## config.mk

```make
export PLATFORM = sky130hd
export DESIGN_NAME = fifo_rr_write_arbiter
export DESIGN_NICKNAME = d
export VERILOG_FILES = /design/src/rtl/fifo_rr_write_arbiter.sv
export SDC_FILE = /design/constraint.sdc
export NUM_CORES = 1
export LEC_CHECK = 0
export CAP_MARGIN = 20
export CORE_ASPECT_RATIO = 0.75
export CORE_UTILIZATION = 33
export CTS_BUF_LIST = sky130_fd_sc_hd__clkbuf_8
export CTS_CLUSTER_SIZE = 12
export DETAILED_ROUTE_END_ITERATION = 12
export HOLD_SLACK_MARGIN = 0.06
export PLACE_DENSITY = 0.95
export SETUP_SLACK_MARGIN = 0.1
export SYNTH_ARGS = -nofsm -noshare
export SYNTH_HDL_FRONTEND = slang
export SYNTH_SLANG_ARGS = --single-unit
```

## constraint.sdc

```tcl
create_clock -name clk -period 4 [get_ports clk]
set_input_delay 0.6 -clock clk [delete_from_list [all_inputs] [get_ports clk]]
set_output_delay 0.6 -clock clk [all_outputs]
set_load 0.02 [all_outputs]
```

## src/rtl/fifo_rr_write_arbiter.sv

```systemverilog
// Round-robin arbiter sharing one FIFO write port among several requesters.
// Bursts are bounded per grant, and a full FIFO stalls the burst without releasing it.
module fifo_rr_write_arbiter #(
    parameter int BITS      = 12,
    parameter int NUM_REQ   = 4,
    parameter int ID_W      = 2,
    parameter int BURST_MAX = 4
) (
    input  logic                    clk,
    input  logic                    rst_n,
    input  logic [NUM_REQ-1:0]      req_valid,
    input  logic [NUM_REQ*BITS-1:0] req_data,
    output logic [NUM_REQ-1:0]      req_ready,
    output logic                    fifo_write,
    output logic [BITS-1:0]         fifo_data_in,
    input  logic                    fifo_overflow,
    output logic [ID_W-1:0]         grant_id,
    output logic                    busy
);

    localparam int CNT_W = (BURST_MAX > 1) ? $clog2(BURST_MAX) : 1;
    localparam logic [CNT_W-1:0] LAST_BEAT = CNT_W'(BURST_MAX - 1);
    localparam logic [ID_W-1:0] LAST_INIT = ID_W'(NUM_REQ - 1);

    localparam logic [0:0] IDLE  = 1'b0;
    localparam logic [0:0] GRANT = 1'b1;

    logic [0:0]       state;
    logic [ID_W-1:0]  last_grant;
    logic [CNT_W-1:0] beat_cnt;
    logic             found;
    logic [ID_W-1:0]  winner;
    logic [ID_W-1:0]  cand;
    logic             cur_valid;
    logic             accept;
    logic             last_beat;
    logic             release_now;

    assign busy        = (state == GRANT);
    assign cur_valid   = req_valid[grant_id];
    assign accept      = busy & cur_valid & ~fifo_overflow;
    assign last_beat   = (beat_cnt == LAST_BEAT);
    assign release_now = busy & (~cur_valid | (accept & last_beat));

    assign fifo_write   = accept;
    assign fifo_data_in = req_data[grant_id*BITS +: BITS];

    // Search upward from the requester after the last winner, wrapping around
    always_comb begin
        found  = 1'b0;
        winner = '0;
        cand   = '0;
        for (int i = 1; i <= NUM_REQ; i++) begin
            cand = ID_W'((int'(last_grant) + i) % NUM_REQ);
            if (!found && req_valid[cand]) begin
                found  = 1'b1;
                winner = cand;
            end
        end
    end

    // Only the granted requester may see ready, and only while the FIFO has room
    always_comb begin
        req_ready = '0;
        if (busy) begin
            req_ready[grant_id] = ~fifo_overflow;
        end
    end

    // Grant FSM: arbitrate in IDLE, count beats in GRANT, release back through IDLE
    always_ff @(posedge clk or negedge rst_n) begin
        if (!rst_n) begin
            state      <= IDLE;
            grant_id   <= '0;
            last_grant <= LAST_INIT;
            beat_cnt   <= '0;
        end else begin
            case (state)
                IDLE: begin
                    if (found) begin
                        grant_id   <= winner;
                        last_grant <= winner;
                        beat_cnt   <= '0;
                        state      <= GRANT;
                    end
                end
                GRANT: begin
                    if (release_now) begin
                        beat_cnt <= '0;
                        state    <= IDLE;
                    end else if (accept) begin
                        beat_cnt <= beat_cnt + 1'b1;
                    end
                end
                default: state <= IDLE;
            endcase
        end
    end

endmodule

```

==> metrics <==
ys async rst share 100.0%; most frequent CP cell clkdlybuf4s50_1; setup repair bufs after CTS 0; period utilization 74.94%; post-layout instance area 0.001588 mm^2; syn nets 123; critical path arrival 2.40 ns; Ys Warns 0; Detail Route Antenna Nets 0; CTS Buffer Depth 2; Worst Setup End Kind output pin; Critical Path Slowest Stage Cell mux4_2; Yosys cell types 33; final WL 3.074 mm; Total Routing Usage GR 24.26%; CTS sink cnt 7; vias in the first global route 927; Seq/Total Area, Yosys 22.40%; Post-synth EDFFs 0; Synth Instances 67; # setup viols final 0; CTS Hold Buffers Added 0; FILL cells 159; FF-to-FF path depth 2; share of cells above drive strength 1 13.57%; Hold Path End last_grant[0]; Total Neg Setup Slack 0 ns; most common cell after layout, fill and taps aside clkdlybuf4s50_1; final hold violation count 0; initial antenna violation count 0; CTS tree yes; CTS root buf clkbuf_8; Area growth syn-to-layout 100.2%; outcome finished clean; mapped cell area 793.3 um^2; CTS Buf Count 3; CP top delay family buffers and inverters; Clock Latency Late Sink 0.23 ns; DRC Markers 0; largest net degree at the start of global routing 20; met1 Resource Use GR 25.23%; CP cell instances clkdlybuf4s50_1 > mux4_2 > and2_1 > clkdlybuf4s50_1; Final HPWL DP 2.584 mm; Max Cap Violations 0; LEAKAGE 0.0006049 uW; GR Overflow Total 0; measured slew at the worst slew-check pin 0.8438 ns; WP data required 3.40 ns; sw frac 41.20%; sw power 380.9 uW; Resized cells post-CTS 0; RSZ-0062 raised after global routing false; placer's final routability congestion estimate 0.7746; GRT Max-Usage Layer met2; Nets 197; diode count 0; largest fanout on the critical path 7; Avg WL per Cell 17.87 um; FP Rows 14; via count 937; CP bufs+invs 2; combinational power share 66.0%; kind of critical path primary input to output pin; I/O Buffers 74; number of placed I/O pins 75; placed cell areas 0.001541 mm^2; Clk pin slew, worst setup/hold paths 0.04 ns; core area 0.002137 mm^2; slowest stage delay, CP 0.56 ns; R2R setup slack 2.20 ns; syn avg cell area 11.84 um^2; Hold Path Depth 2; most frequent cells in the layout 74 x clkdlybuf4s50_1, 9 x mux4_2, 5 x dfrtp_1; Die H 44.46 um; Int Power 543.6 uW; fmax 333.6 MHz; worst setup skew after layout 0.003651 ns; Initial DRT Pass Iterations 4; Rel. slew slack 43.75%; Post-Route Utilization 74.30%; sequential power share 23.1%; first-pass GRT wire length 4.560 mm; Hold Path Class flop to flop; worst reg2reg path startpoint grant_id[1]; die area 0.002606 mm^2; Hold Path Origin last_grant[0]; clock power share 10.9%; Worst setup SP type primary input; die width 58.62 um; reg2reg end beat_cnt[1]; PwrDens 582.2 mW/mm^2; routing usage on met3 6.433%; min Tclk post-route 2.998 ns; Iter 0 DRT Violations 25; ys flop type dfrtp_1; Initial Util 37.12%; worst vdd ir 0.0005394 V; via/cell ratio 5.448; synthesized flop and latch total 7; Slew Viols, Final 0; Global Route met2 Usage 46.90%; CTS HTree Levels 1
[cell families after synthesis]
kind of cell | after synthesis | synth area share, %
adders and majority gates | 1 | 1.577
buffers and inverters | 7 | 5.048
muxes | 14 | 40.22
and+or+nand+nor | 23 | 16.88
DFF | 7 | 22.40
AOI/OAI and AO/OA | 15 | 13.88
[worst reg2reg max path: cells and delay by family (launching register included)]
family             cells  cell delay [ns]
muxes                  1             0.64
AOI/OAI and AO/OA      1             0.26
DFF                    1             0.77
[synth_stat cells, types with 2 or more instances]
| master | n | area, um^2 |
|---|---|---|
| and2_1 | 2 | 12.51 |
| o21ai_0 | 4 | 20.02 |
| nand2b_1 | 3 | 18.77 |
| mux4_1 | 4 | 105.1 |
| dfstp_2 | 2 | 52.55 |
| inv_1 | 2 | 7.510 |
| and3_1 | 2 | 12.51 |
| nor2b_1 | 3 | 18.77 |
| a32oi_1 | 2 | 17.52 |
| o31ai_1 | 2 | 15.01 |
| mux4_2 | 9 | 202.7 |
| nor2_1 | 3 | 11.26 |
| nand2_1 | 4 | 15.01 |
| dfrtp_1 | 5 | 125.1 |
| buf_2 | 2 | 10.01 |
[per-layer routing]
layer  up-vias  share of wire (%)
li1        422                  -
met1       456                 34
met2        53                 55
met3         6                9.3
met4         0                2.5
met5         -                  0
[sequential cells by signal, summed over array words and instances, names as in the netlist]
register and cells:
last_grant 2, beat_cnt 2, busy 1, grant_id 2
[per-stage QoR]
stage	std cells	power, uW	setup WS [ns]	hold slack [ns]
finish	172	924.5	1.002	0.5136
global placement	168	810.5	1.051	0.4871
floorplan	67	565.5	1.917	0.3044
CTS	172	933.3	1.017	0.5155
detailed placement	168	829.6	1.020	0.5080
global route	172	985.7	0.9353	0.5432
[worst max-delay path by stage]
stage                 startpoint              end  slack [ns]  cells after the start
finish              req_valid[3]       fifo_write        1.00                      4
CTS                 req_valid[3]       fifo_write        1.02                      4
detailed placement  req_valid[3]       fifo_write        1.02                      4
global placement    req_valid[3]       fifo_write        1.05                      4
floorplan            grant_id[0]  fifo_data_in[0]        1.92                      3
global route         grant_id[0]  fifo_data_in[5]        0.94                      2
[layout make-up]
class                      instances  area, um^2  share of cell area [%]
multi-input combinational         53       575.6                   36.25
sequential                         7       177.7                   11.19
timing repair buffer              74       740.7                   46.65
inverter                           2       7.507                  0.4728
tap                               32       40.04                   2.522
clock buffer                       3       41.29                   2.600
clock inverter                     1       5.005                  0.3152
[power groups by stage]
| stage | Sequential [uW] | Combinational, uW | Clock, uW |
|---|---|---|---|
| 6_report | 213 | 610 | 101 |
| 3_5_place_dp | 216 | 614 | 0 |
| 3_3_place_gp | 210 | 601 | 0 |
| 2_1_floorplan | 153 | 413 | 0 |
| 5_1_grt | 227 | 649 | 110 |
| 4_1_cts | 215 | 615 | 104 |
Note: power is estimated with default switching activity, not from simulation.
